## src/rtl/dual_slope_ctrl.sv

```systemverilog
// Dual-slope ADC sequencer.
// Drives the analog front end through auto-zero, integrate and de-integrate,
// steps the range up when the front end saturates, and reports the
// de-integrate count together with polarity, range and overrange.
module dual_slope_ctrl #(
    parameter int T_AZ        = 1000,
    parameter int T_INT       = 10000,
    parameter int T_DEINT_MAX = 20000,
    parameter int CNT_W       = 16
) (
    input  logic             clk_i,
    input  logic             rst_i,
    input  logic             start_i,
    input  logic [1:0]       mode_i,
    input  logic             ref_ok_i,
    input  logic             comp_i,
    input  logic             sat_hi_i,
    input  logic             sat_lo_i,
    output logic [1:0]       afe_sel_o,
    output logic [2:0]       range_sel_o,
    output logic             afe_reset_o,
    output logic             ref_sign_o,
    output logic [1:0]       mode_sel_o,
    output logic [CNT_W-1:0] result_o,
    output logic             sign_o,
    output logic [2:0]       range_o,
    output logic             valid_o,
    output logic             ovf_o,
    output logic             busy_o
);

    typedef enum logic [2:0] {
        S_IDLE     = 3'd0,
        S_WAIT_REF = 3'd1,
        S_AZ       = 3'd2,
        S_INT      = 3'd3,
        S_DEINT    = 3'd4,
        S_DONE     = 3'd5
    } state_t;

    // Terminal counts: a phase of N cycles ends in the cycle the counter shows N-1.
    localparam logic [CNT_W-1:0] AZ_LAST    = CNT_W'(T_AZ - 1);
    localparam logic [CNT_W-1:0] INT_LAST   = CNT_W'(T_INT - 1);
    localparam logic [CNT_W-1:0] DEINT_LAST = CNT_W'(T_DEINT_MAX - 1);
    localparam logic [CNT_W-1:0] CNT_MAX    = '1;
    localparam logic [2:0]       RANGE_MAX  = 3'd7;

    // Synchronizer bit order: {sat_lo, sat_hi, comp, ref_ok}
    logic [3:0] meta_q;
    logic [3:0] sync_q;
    logic       ref_ok_s;
    logic       comp_s;
    logic       sat_s;

    state_t           state_q,     state_d;
    logic [CNT_W-1:0] cnt_q,       cnt_d;
    logic [CNT_W-1:0] cnt_inc;
    logic [2:0]       range_sel_q, range_sel_d;
    logic             ref_sign_q,  ref_sign_d;
    logic [1:0]       mode_sel_q,  mode_sel_d;
    logic [CNT_W-1:0] result_q,    result_d;
    logic             sign_q,      sign_d;
    logic [2:0]       range_q,     range_d;
    logic             ovf_q,       ovf_d;
    logic             valid_q,     valid_d;
    logic             busy_q,      busy_d;
    logic [1:0]       afe_sel_q,   afe_sel_d;
    logic             afe_reset_q, afe_reset_d;

    // Two-flop synchronizers for the asynchronous front-end status lines.
    always_ff @(posedge clk_i or posedge rst_i) begin
        if (rst_i) begin
            meta_q <= '0;
            sync_q <= '0;
        end else begin
            meta_q <= {sat_lo_i, sat_hi_i, comp_i, ref_ok_i};
            sync_q <= meta_q;
        end
    end

    assign ref_ok_s = sync_q[0];
    assign comp_s   = sync_q[1];
    assign sat_s    = sync_q[2] | sync_q[3];

    // Phase counter advances by one and sticks at all-ones instead of wrapping.
    assign cnt_inc = (cnt_q == CNT_MAX) ? cnt_q : cnt_q + 1'b1;

    // Next-state, counter and result-capture logic.
    always_comb begin
        state_d     = state_q;
        cnt_d       = cnt_q;
        range_sel_d = range_sel_q;
        ref_sign_d  = ref_sign_q;
        mode_sel_d  = mode_sel_q;
        result_d    = result_q;
        sign_d      = sign_q;
        range_d     = range_q;
        ovf_d       = ovf_q;

        case (state_q)
            S_IDLE: begin
                if (start_i) begin
                    state_d     = S_WAIT_REF;
                    mode_sel_d  = mode_i;
                    range_sel_d = 3'd0;
                end
            end

            S_WAIT_REF: begin
                if (ref_ok_s) begin
                    state_d = S_AZ;
                    cnt_d   = '0;
                end
            end

            // Reference loss wins over everything; saturation wins over the
            // phase end so that a saturated reading is never integrated on.
            S_AZ, S_INT: begin
                if (!ref_ok_s) begin
                    state_d = S_WAIT_REF;
                    cnt_d   = '0;
                end else if (sat_s) begin
                    if (range_sel_q != RANGE_MAX) begin
                        state_d     = S_AZ;
                        cnt_d       = '0;
                        range_sel_d = range_sel_q + 3'd1;
                    end else begin
                        state_d  = S_DONE;
                        result_d = '1;
                        ovf_d    = 1'b1;
                    end
                end else if (state_q == S_AZ) begin
                    if (cnt_q == AZ_LAST) begin
                        state_d = S_INT;
                        cnt_d   = '0;
                    end else begin
                        cnt_d = cnt_inc;
                    end
                end else begin
                    if (cnt_q == INT_LAST) begin
                        // Integrator polarity picks the opposing reference.
                        state_d    = S_DEINT;
                        cnt_d      = '0;
                        ref_sign_d = comp_s;
                        sign_d     = comp_s;
                    end else begin
                        cnt_d = cnt_inc;
                    end
                end
            end

            // Saturation is deliberately not looked at while de-integrating.
            S_DEINT: begin
                if (!ref_ok_s) begin
                    state_d = S_WAIT_REF;
                    cnt_d   = '0;
                end else if (comp_s != ref_sign_q) begin
                    state_d  = S_DONE;
                    result_d = cnt_q;
                    ovf_d    = 1'b0;
                end else if (cnt_q == DEINT_LAST) begin
                    state_d  = S_DONE;
                    result_d = DEINT_LAST;
                    ovf_d    = 1'b1;
                end else begin
                    cnt_d = cnt_inc;
                end
            end

            S_DONE: begin
                state_d = S_IDLE;
            end

            default: begin
                state_d = S_IDLE;
            end
        endcase

        // The range reported alongside a result is the one it was taken on.
        if (state_d == S_DONE) begin
            range_d = range_sel_q;
        end
    end

    // Outputs are decoded from the next state so the registered copies line
    // up with the state register cycle for cycle.
    always_comb begin
        afe_sel_d   = 2'b00;
        afe_reset_d = 1'b0;
        busy_d      = (state_d != S_IDLE);
        valid_d     = (state_d == S_DONE);
        case (state_d)
            S_AZ:    afe_sel_d = 2'b01;
            S_INT:   afe_sel_d = 2'b10;
            S_DEINT: afe_sel_d = 2'b11;
            default: afe_sel_d = 2'b00;
        endcase
        if (state_d == S_IDLE || state_d == S_WAIT_REF || state_d == S_DONE) begin
            afe_reset_d = 1'b1;
        end
    end

    // State, counter and output registers; reset aborts any conversion at once.
    always_ff @(posedge clk_i or posedge rst_i) begin
        if (rst_i) begin
            state_q     <= S_IDLE;
            cnt_q       <= '0;
            range_sel_q <= 3'd0;
            ref_sign_q  <= 1'b0;
            mode_sel_q  <= 2'b00;
            result_q    <= '0;
            sign_q      <= 1'b0;
            range_q     <= 3'd0;
            ovf_q       <= 1'b0;
            valid_q     <= 1'b0;
            busy_q      <= 1'b0;
            afe_sel_q   <= 2'b00;
            afe_reset_q <= 1'b1;
        end else begin
            state_q     <= state_d;
            cnt_q       <= cnt_d;
            range_sel_q <= range_sel_d;
            ref_sign_q  <= ref_sign_d;
            mode_sel_q  <= mode_sel_d;
            result_q    <= result_d;
            sign_q      <= sign_d;
            range_q     <= range_d;
            ovf_q       <= ovf_d;
            valid_q     <= valid_d;
            busy_q      <= busy_d;
            afe_sel_q   <= afe_sel_d;
            afe_reset_q <= afe_reset_d;
        end
    end

    assign afe_sel_o   = afe_sel_q;
    assign range_sel_o = range_sel_q;
    assign afe_reset_o = afe_reset_q;
    assign ref_sign_o  = ref_sign_q;
    assign mode_sel_o  = mode_sel_q;
    assign result_o    = result_q;
    assign sign_o      = sign_q;
    assign range_o     = range_q;
    assign valid_o     = valid_q;
    assign ovf_o       = ovf_q;
    assign busy_o      = busy_q;

endmodule

```

## config.mk

```make
export PLATFORM = sky130hd
export DESIGN_NAME = dual_slope_ctrl
export DESIGN_NICKNAME = d
export VERILOG_FILES = /design/src/rtl/dual_slope_ctrl.sv
export SDC_FILE = /design/constraint.sdc
export NUM_CORES = 1
export LEC_CHECK = 0
export CORE_AREA = 2 2 110 112
export DETAILED_ROUTE_END_ITERATION = 16
export DIE_AREA = 0 0 112 114
export HOLD_SLACK_MARGIN = 0.08
export PLACE_DENSITY_LB_ADDON = 0.05
export SYNTH_ARGS = -nofsm -noshare
export SYNTH_HDL_FRONTEND = slang
export SYNTH_SLANG_ARGS = --single-unit
```

## constraint.sdc

```tcl
create_clock -name clk_i -period 2.7 [get_ports clk_i]
set_input_delay 0.54 -clock clk_i [delete_from_list [all_inputs] [get_ports clk_i]]
set_output_delay 0.54 -clock clk_i [all_outputs]
set_load 0.005 [all_outputs]
```

==> summary.txt, run 1 <==
Run status
  • Status: complete, no violations

Clock tree
  • Htree depth: 3
  • Cts repair resizes: 0
  • CTS Hold Bufs: 0
  • Reg clk slew, reported paths: 50 ps
  • Setup repair bufs after CTS: 0
  • CTS sink count: 58
  • Worst-case clock buffer depth: 2
  • Clock root cell: clkbuf_16
  • CTS tree: built
  • CTS Buf Count: 9
  • Clock Latency Late Sink: 330 ps

Global route
  • Number of global-route vias before repair: 2383
  • Initial antenna violation count: 0
  • Largest net degree at the start of global routing: 25
  • Global-route wire length before repair: 13200 um
  • Gr ovfl total: 0
  • Total track usage: 13.6%

Timing
  • RSZ-0062 raised after global routing: no
  • Maximum achievable frequency: 411 MHz
  • Final-report setup violation count: 0
  • Max-slew violation count: 0
  • Final hold viol count: 0
  • Post-route setup TNS: 0 ps
  • Worst slew pin tran: 824 ps
  • Slew HR: 43.7%
  • Worst clock skew: 6.25 ps
  • Final min period: 2430 ps
  • Period utilization: 90.2%

Finish
  • Layout cells sized above 1: 18.6%
  • Final Util: 33.0%
  • Area grow syn2layout: 36.3%
  • Final net count: 335
  • Antenna diodes: 0

Critical path
  • Largest fanout on the critical path: 8
  • Worst-path cell chain: or3_1 > or4_1 > or2_1 > nor3_1 > mux2_2
  • Slowest-stage cell, CP: or4_1
  • Slowest Stage Delay on Critical Path: 510 ps
  • Nature of the critical path startpoint: register
  • WP data arrival: 2650 ps
  • Element type at the critical path end: register
  • Crit path max-delay family: simple AND/OR/NAND/NOR gates
  • Required time of the critical path: 2920 ps
  • Worst path buffer plus inverter count: 0
  • Critical path class: register to register

Yosys
  • Mux share of post-synthesis cell area: 3.71%
  • Top cells by count, synth: dfrtp_1, a21oi_1, nand3_1
  • Post-Synthesis Cells: 263
  • XOR/XNOR Fraction of Synth Area: 0.926%
  • Syn avg cell area: 10.8 um2
  • Synth area leaders: dfrtp_1, a21oi_1, nand3_1, o22a_1, a2bb2oi_1
  • Adder-cell area share of the yosys netlist: 1.32%
  • Count of cell types in the netlist: 62
  • EDFF count, synth: 0
  • Yosys warns: 0
  • Top FF cell, synth: dfrtp_1
  • Area leader, netlist: dfrtp_1
  • Area of the mapped netlist: 2840 um2
  • Share of the synthesized area in the top cell type: 50.3%
  • Syn Nets: 275
  • Ys async rst share: 100%
  • Post-synthesis sequential area ratio: 51.2%
  • Synth Area in Simple Gates: 15.8%
  • FF+latch count, synth: 58
  • Main combinational cell family by area after synthesis: compound AO/OA/AOI/OAI gates
  • Post-synthesis compound-gate area fraction: 22.6%
  • Most frequent cell after synthesis: dfrtp_1

Floorplanning
  • Die X: 112 um
  • Row count: 40
  • Die Span Y: 114 um
  • Core footprint: 11700 um2
  • Ports: 41
  • Initial Util: 24.2%
  • Die Area: 12800 um2

Flow run
  • Maxcap violations: 0

Route
  • First DRT Iteration DRCs: 104
  • Vias per std cell: 4.87
  • Vias: 2311
  • Number of remaining DRC errors: 0
  • Drt wl/cell: 16.5 um
  • Pre-antenna DRT Iters: 4
  • Final ANT Viol Nets: 0
  • Drt total wl: 7820 um

Pwr
  • Power Density: 685 nW/um2
  • Psw: 0.610 mW
  • Peak VDD IR: 0.000301 V
  • Clk pwr share: 48.5%
  • Logic pwr share: 13.6%
  • Overall power: 2.65 mW
  • Flop pwr share: 37.9%
  • Net Sw Frac: 23.0%
  • Leakage: 1.59 nW
  • Cell internal pwr: 2.04 mW

Min path
  • Worst min path class: register to register

Placed design
  • Post-DP HPWL: 5550 um
  • Routability-driven placement congestion ratio: 0.797
  • IO buf count: 40
[power groups by stage]
stage | combinational, mW | clock (mW) | sequential (mW)
6_report | 0.361 | 1.28 | 1.00
5_1_grt | 0.400 | 1.37 | 1.02
4_1_cts | 0.370 | 1.32 | 1.01
3_3_place_gp | 0.368 | 0 | 1.02
2_1_floorplan | 0.165 | 0 | 1.01
3_5_place_dp | 0.370 | 0 | 1.02
[flip-flops by register name (all words and copies together), names as in the netlist]
register	count
range_sel_o	3
sign_o	1
mode_sel_o	2
afe_reset_o	1
sync_q	4
state_q	3
ovf_o	1
result_o	16
valid_o	1
afe_sel_o	2
busy_o	1
cnt_q	16
meta_q	4
range_o	3
[logic make-up (layout without fill, tap and decap cells)]
family                   after synthesis  after routing
AO/OA/AOI/OAI                         85             85
AND/OR/NAND/NOR                       82             82
flip-flops                            58             58
buffers and inverters                 23             88
multiplexers                           9              9
adder cells (fa/ha/maj)                3              3
XOR/XNOR                               3              3
[worst paths after layout]
check | depth (start not counted) | to | start | slack [ps]
worst min-delay path | 0 | sync_q[0] | meta_q[0] | 350
worst max-delay path | 5 | sign_o | cnt_q[11] | 270
worst max register to register | 5 | sign_o | cnt_q[11] | 270
worst min register to register | 0 | sync_q[0] | meta_q[0] | 350
max in group asynchronous | 3 | afe_reset_o | rst_i | 1420
min in group asynchronous | 2 | result_o[1] | rst_i | 580
[layout make-up]
class	count	area, um2
clock inverter	4	72.6
multi-input combinational	182	1260
inverter	9	33.8
timing repair buffer	63	598
fill	1225	7850
clock buffer	12	267
tap	147	184
sequential	58	1450
[layout by cell type, fill, tap and decap left out, types with 3 or more instances in the layout]
cell and count:
nor3_1 5, a21boi_0 3, nand2_1 14, clkdlybuf4s50_1 40, nand2b_1 4, a21oi_1 17
buf_4 21, o21ai_0 12, nor2_1 16, mux2_2 4, and3_1 3, clkbuf_16 9
mux2i_1 3, o31ai_1 4, a41oi_1 3, inv_1 8, dfrtp_1 57, or3_1 3
a22oi_1 5, clkbuf_8 3, nand3_1 17, a2bb2oi_1 7, nand4_1 3, a21o_1 3
a31oi_1 3, ha_1 3, o22a_1 9
[metal layers]
layer | global-route usage (%) | routed length [um] | vias to the layer above | share of wire, %
li1 | - | - | 1111 | -
met1 | 19.0 | 3880 | 1116 | 50
met2 | 19.0 | 3320 | 69 | 42
met3 | 4.46 | 453 | 15 | 5.8
met4 | 6.26 | 171 | 0 | 2.2
met5 | 0 | 0 | - | 0
[stage by stage]
stage / hold slack, ps / area (um2) / instances / worst slack (ps)
final: 346 / 3860 / 475 / 266
after global routing: 359 / 3860 / 475 / 89.3
after CTS: 347 / 3860 / 475 / 258
after detailed placement: 336 / 3530 / 459 / 276
after global placement: 335 / 3530 / 459 / 269
after floorplan: 331 / 2840 / 263 / 298
[worst register-to-register path, cell delays in order (launching register included)]
cell	delay, ps
dfrtp_1	460
or3_1	420
or4_1	510
or2_1	290
nor3_1	270
mux2_2	370
Note: power is estimated with default switching activity, not from simulation.
==> inputs of run 2 (changes only) <==
--- a/config.mk
+++ b/config.mk
@@ -5,9 +5,9 @@
 export SDC_FILE = /design/constraint.sdc
 export NUM_CORES = 1
 export LEC_CHECK = 0
-export CORE_AREA = 2 2 110 112
+export CORE_AREA = 2 2 90 136
 export DETAILED_ROUTE_END_ITERATION = 16
-export DIE_AREA = 0 0 112 114
+export DIE_AREA = 0 0 92 138
 export HOLD_SLACK_MARGIN = 0.08
 export PLACE_DENSITY_LB_ADDON = 0.05
 export SYNTH_ARGS = -nofsm -noshare
==> run 2 against run 1 <==
  * Fmax fell by 0.55%
  * First-iteration DRC count fell by 36%
  * Clock skew barely moved
  * Power fell by 1.7%
  * Global-route usage fell by 0.16 points
  * Count of clock-buffer cells in the layout fell by 1
  * Largest cell class unchanged
==> summary.txt, run 2 (synthesized netlist as in run 1, its figures left out) <==
Timing
  • Max-slew violation count: 0 (unchanged)
  • Final hold viol count: 0 (unchanged)
  • Hold WS: 346 ps (+0.764 ps)
  • Maximum achievable frequency: 409 MHz (-0.55%)
  • RSZ-0062 raised after global routing: no
  • Final min period: 2450 ps (+13.5 ps)
  • Worst clock skew: 6.37 ps (+0.117 ps)
  • Worst slew pin tran: 768 ps (-55.6 ps)
  • Period utilization: 90.7% (+0.50 points)
  • Post-route setup TNS: 0 ps (unchanged)
  • Slew HR: 47.5% (+3.8 points)
  • Final-report setup violation count: 0 (unchanged)

Critical path
  • FF-to-FF setup slack: 250 ps (about the same)
  • Reg-to-Reg End: cnt_q[6]
  • Nature of the critical path startpoint: register
  • WP data arrival: 2650 ps (about the same)
  • Worst Setup EP: cnt_q[6]
  • Critical R2R Launch: cnt_q[11]
  • Required time of the critical path: 2900 ps (-20 ps)
  • Critical path class: register to register
  • R2R depth: 7 (+2)
  • Largest fanout on the critical path: 17 (+9)
  • Element type at the critical path end: register
  • Critical path origin: cnt_q[11]

Route
  • Number of remaining DRC errors: 0 (unchanged)
  • Drt total wl: 8060 um (+3.1%)
  • Drt wl/cell: 16.8 um (+1.8%)
  • First DRT Iteration DRCs: 67 (-36%)
  • Vias per std cell: 4.80 (-1.3%)
  • Pre-antenna DRT Iters: 4 (unchanged)
  • Final ANT Viol Nets: 0 (unchanged)
  • Vias: 2309 (-0.087%)

Global route
  • Number of global-route vias before repair: 2402 (+0.80%)
  • Largest net degree at the start of global routing: 31 (+24%)
  • Total track usage: 13.4% (-0.16 points)
  • Global-route wire length before repair: 13000 um (-1.3%)
  • Initial antenna violation count: 0 (unchanged)
  • Gr ovfl total: 0 (unchanged)

Placed design
  • Area after DPL: 3550 um2 (+0.57%)
  • Routability-driven placement congestion ratio: 0.756 (-5.0%)
  • IO buf count: 40 (unchanged)
  • Post-DP HPWL: 5940 um (+7.0%)

Clock tree
  • CTS sink count: 58 (unchanged)
  • Setup repair bufs after CTS: 0 (unchanged)
  • CTS Hold Bufs: 0 (unchanged)
  • Clock root cell: clkbuf_16
  • Reg clk slew, reported paths: 50 ps (about the same)
  • Worst-case clock buffer depth: 2 (unchanged)
  • Cts repair resizes: 0 (unchanged)
  • Clock Latency Late Sink: 330 ps (about the same)
  • CTS Buf Count: 9 (unchanged)
  • Htree depth: 3 (unchanged)
  • CTS tree: built

Pwr
  • Leakage: 1.59 nW (-0.30%)
  • Peak VDD IR: 0.000243 V (-19%)
  • Power Density: 673 nW/um2 (-1.8%)

Floorplanning
  • Die Span Y: 138 um (+21%)
  • Die Area: 12700 um2 (-0.56%)
  • Core footprint: 11600 um2 (-0.53%)
  • Ports: 41 (unchanged)
  • Initial Util: 24.4% (+0.13 points)
  • Die X: 92 um (-18%)
  • Row count: 49 (+23%)

Finish
  • Most common cell after layout, fill and taps aside: dfrtp_1
  • Final net count: 335 (unchanged)
  • FILL cells: 1222 (-0.24%)
  • Area grow syn2layout: 36.3% (about the same)
  • Highest-count cells in the layout ignoring fill and taps: dfrtp_1, clkdlybuf4s50_1, buf_4, nand3_1, a21oi_1
  • Final Cell Area: 3870 um2 (about the same)
  • Antenna diodes: 0 (unchanged)
  • Layout cells sized above 1: 18.3% (-0.30 points)

Run status
  • Status: complete, no violations

Min path
  • Worst min path class: register to register

Flow run
  • Maxcap violations: 0 (unchanged)
## run 2: changes by cell type in the layout (fill, tap and decap cells not counted), sizes merged
| cell | before | now |
|---|---|---|
| clkbuf | 12 | 11 |
| clkinv | 1 | 2 |
## run 2: worst min-delay path by stage
stage               cells past startpoint  slack, ps  startpoint        end
global placement                        0        340   meta_q[1]  sync_q[1]
floorplan                               0        330   meta_q[0]  sync_q[0]
detailed placement                      0        340   meta_q[0]  sync_q[0]
global route                            0        350   meta_q[0]  sync_q[0]
CTS                                     0        350   meta_q[0]  sync_q[0]
finish                                  0        350   meta_q[0]  sync_q[0]
## run 2: layout make-up
type / count / area, um2 / share of cell area [%]
clock inverters: 5 / 77.6 / 2.01
well taps: 153 / 191 / 4.95
inverters: 9 / 33.8 / 0.874
clock buffers: 11 / 243 / 6.28
multi-input cells: 182 / 1260 / 32.5
repair buffers: 63 / 611 / 15.8
flip-flops and latches: 58 / 1450 / 37.6
## run 2: per-stage QoR
step	power, mW	setup WS [ps]	utilization, %	std cells
4_1_cts	2.65	225	33.2	481
5_1_grt	2.73	87.3	33.2	481
6_report	2.60	252	33.2	481
3_3_place_gp	1.39	264	30.4	465
3_5_place_dp	1.39	257	30.4	465
2_1_floorplan	1.17	298	-	263
## run 2: worst max-delay path, cell delays in order, from the launching register on
cell,delay (ps)
dfrtp_1,460
or3_1,390
or4b_4,510
o31ai_1,290
a41oi_2,190
buf_12,190
a21o_1,150
o2bb2ai_1,130
## run 2: where the power goes
part | switching [mW] | total [mW] | internal [mW]
clock network | 0.406 | 1.23 | 0.829
logic | 0.150 | 0.364 | 0.213
registers | 0.0587 | 1.00 | 0.946
total | 0.615 | 2.60 | 1.99
## run 2: metal layers
metal	share of wire [%]	GRT usage (%)
met5	0	0
met4	3.3	7.46
met3	3.5	3.05
met2	54	23.7
met1	39	14.7
==> variant, RTL diff (settings of run 1) <==
Change the parameter `CNT_W` from 16 to 32.
--- a/src/rtl/dual_slope_ctrl.sv
+++ b/src/rtl/dual_slope_ctrl.sv
@@ -8,3 +8,3 @@
     parameter int T_DEINT_MAX = 20000,
-    parameter int CNT_W       = 16
+    parameter int CNT_W       = 32
 ) (
Ports: changed (resized result_o); port bits go from 41 to 57. No check against the original RTL was run, so the function may have changed too.
==> variant against run 1 <==
Routed wire length increased by 32%. Sequential cell count increased by 32. Combinational power increased by 140%. Critical path depth increased by 1. Design area increased by 40%. Synthesized area increased by 52%. Total power increased by 35%. Global-route usage increased by 3.3 points. Setup slack got worse by 210 ps. Largest cell class unchanged. Largest power group is now registers.
==> variant: results (changes against run 1) <==
- Met2 GRT Util: 24.8% (was 19.0%)
- WHS: 348 ps (was 346 ps)
- Clock network power share: 31.8% (was 48.5%)
- DR WL/cell: 16.4 microns (was 16.5 microns)
- DR iter-0 viols: 185 (was 104)
- Vias in the first global route: 3350 (was 2383)
- Layout cell share with drive strength beyond 1: 12.0% (was 18.6%)
- First-pass GRT wire length: 17300 microns (was 13200 microns)
- Leakage: 2.20 nW (was 1.59 nW)
- Post-DP HPWL: 6840 microns (was 5550 microns)
- Main power group: registers (was clock)
- Met2 WL: 4480 microns (was 3320 microns)
- Postcts setup bufs: 0 (unchanged)
- Critical path startpoint: cnt_q[21] (was cnt_q[11])
- Net Count, Synth: 427 (was 275)
- FF-to-FF End: afe_sel_o[1] (was sign_o)
- Largest net degree at the start of global routing: 91 (was 25)
- CP Class: flop to flop (unchanged)
- GRT Overall Usage: 16.9% (was 13.6%)
- Top fanout value on the critical path: 5 (was 8)
- Synth cell count leaders: dfrtp_1 (89), nand2_1 (40), a21oi_1 (33) (was dfrtp_1 (57), a21oi_1 (17), nand3_1 (17))
- Power Clock: 1.14 mW (was 1.28 mW)
- Worst Reg-to-Reg Cells: 6 (was 5)
- Drt via density: 5.48 (was 4.87)
- Fillers: 1138 (was 1225)
- Warnings from Yosys: 0 (unchanged)
- Worst skew pair latency: 340 ps
- Outcome: finished clean (unchanged)
- Psw: 1.09 mW (was 0.610 mW)
- Ranking of synthesized cells by area: dfrtp_1 (52%), a2bb2oi_1 (4.7%), a21oi_1 (3.8%), nand2_1 (3.5%), or3_1 (3.5%) (was dfrtp_1 (50%), a21oi_1 (3.0%), nand3_1 (3.0%), o22a_1 (2.8%), a2bb2oi_1 (2.2%))
- Netlist cell types: 54 (was 62)
- Dpl ws: 50.6 ps (was 276 ps)
- Met1 WL: 5210 microns (was 3880 microns)
- I/O Buffers: 56 (was 40)
- WP data arrival: 2860 ps (was 2650 ps)
- RD Place Congestion: 0.818 (was 0.797)
- Met3 routed WL: 416 microns (was 453 microns)
- Final #Nets: 491 (was 335)
- Met3 Usage GRT: 2.34% (was 4.46%)
- Worst Max-Slew Pin Slew: 516 ps (was 824 ps)
- Final Critical Period: 2640 ps (was 2430 ps)
- Max VDD drop: 0.272 mV (was 0.301 mV)
- Logic gate share of total power: 24.6% (was 13.6%)
- R2R setup slack: 60 ps (was 270 ps)
- Seq/Total Area, Yosys: 52.4% (was 51.2%)
- Setup Skew: 8.58 ps (was 6.25 ps)
- Met1 GRT Util: 25.0% (was 19.0%)
- CTS HTree Levels: 3 (unchanged)
variant: changes by cell type in the layout (fill, tap and decap cells not counted), moves of 5 or more:
cell | run 1 | this run
nor2b_1 | 0 | 6
inv_1 | 8 | 3
nand2_1 | 14 | 40
or4_1 | 1 | 7
and4_1 | 0 | 5
a21oi_1 | 17 | 33
a2bb2oi_1 | 7 | 23
or3_1 | 3 | 24
clkdlybuf4s50_1 | 40 | 56
dfrtp_1 | 57 | 89
o21ai_0 | 12 | 25
variant: cell families (layout without fill, tap and decap cells):
group / count (synthesis) / after routing / share of synthesized area [%]
buffers and inverters: 31 / 100 / 3.78
DFF: 90 / 90 / 52.4
and+or+nand+nor: 166 / 166 / 22.0
muxes: 9 / 9 / 2.39
AOI/OAI and AO/OA: 109 / 109 / 17.1
adders and majority gates: 3 / 3 / 0.873
xor gates and xnor gates: 7 / 7 / 1.43
variant: area by class of cell:
| class | instances | area share, % |
|---|---|---|
| flip-flops and latches | 90 | 41.8 |
| well taps | 147 | 3.41 |
| clock inverters | 3 | 0.278 |
| repair buffers | 80 | 14.6 |
| inverters | 4 | 0.348 |
| multi-input cells | 294 | 35.0 |
| clock buffers | 13 | 4.64 |
variant: metrics by stage:
step | instances | instance area, sq um | setup TNS (ps) | util, %
after global routing | 631 | 5390 | -29.8 | 46.1
after detailed placement | 615 | 5120 | 0 | 43.7
after CTS | 631 | 5390 | 0 | 46.0
after floorplan | 415 | 4300 | 0 | -
after global placement | 615 | 5120 | 0 | 43.7
final | 631 | 5390 | 0 | 46.1
variant: worst max-delay path: stages, from the launching register on:
cell	delay [ps]
dfrtp_1	420
or4_4	560
or4_4	450
nor4_2	390
a211oi_2	90
o31a_4	310
mux2_4	300
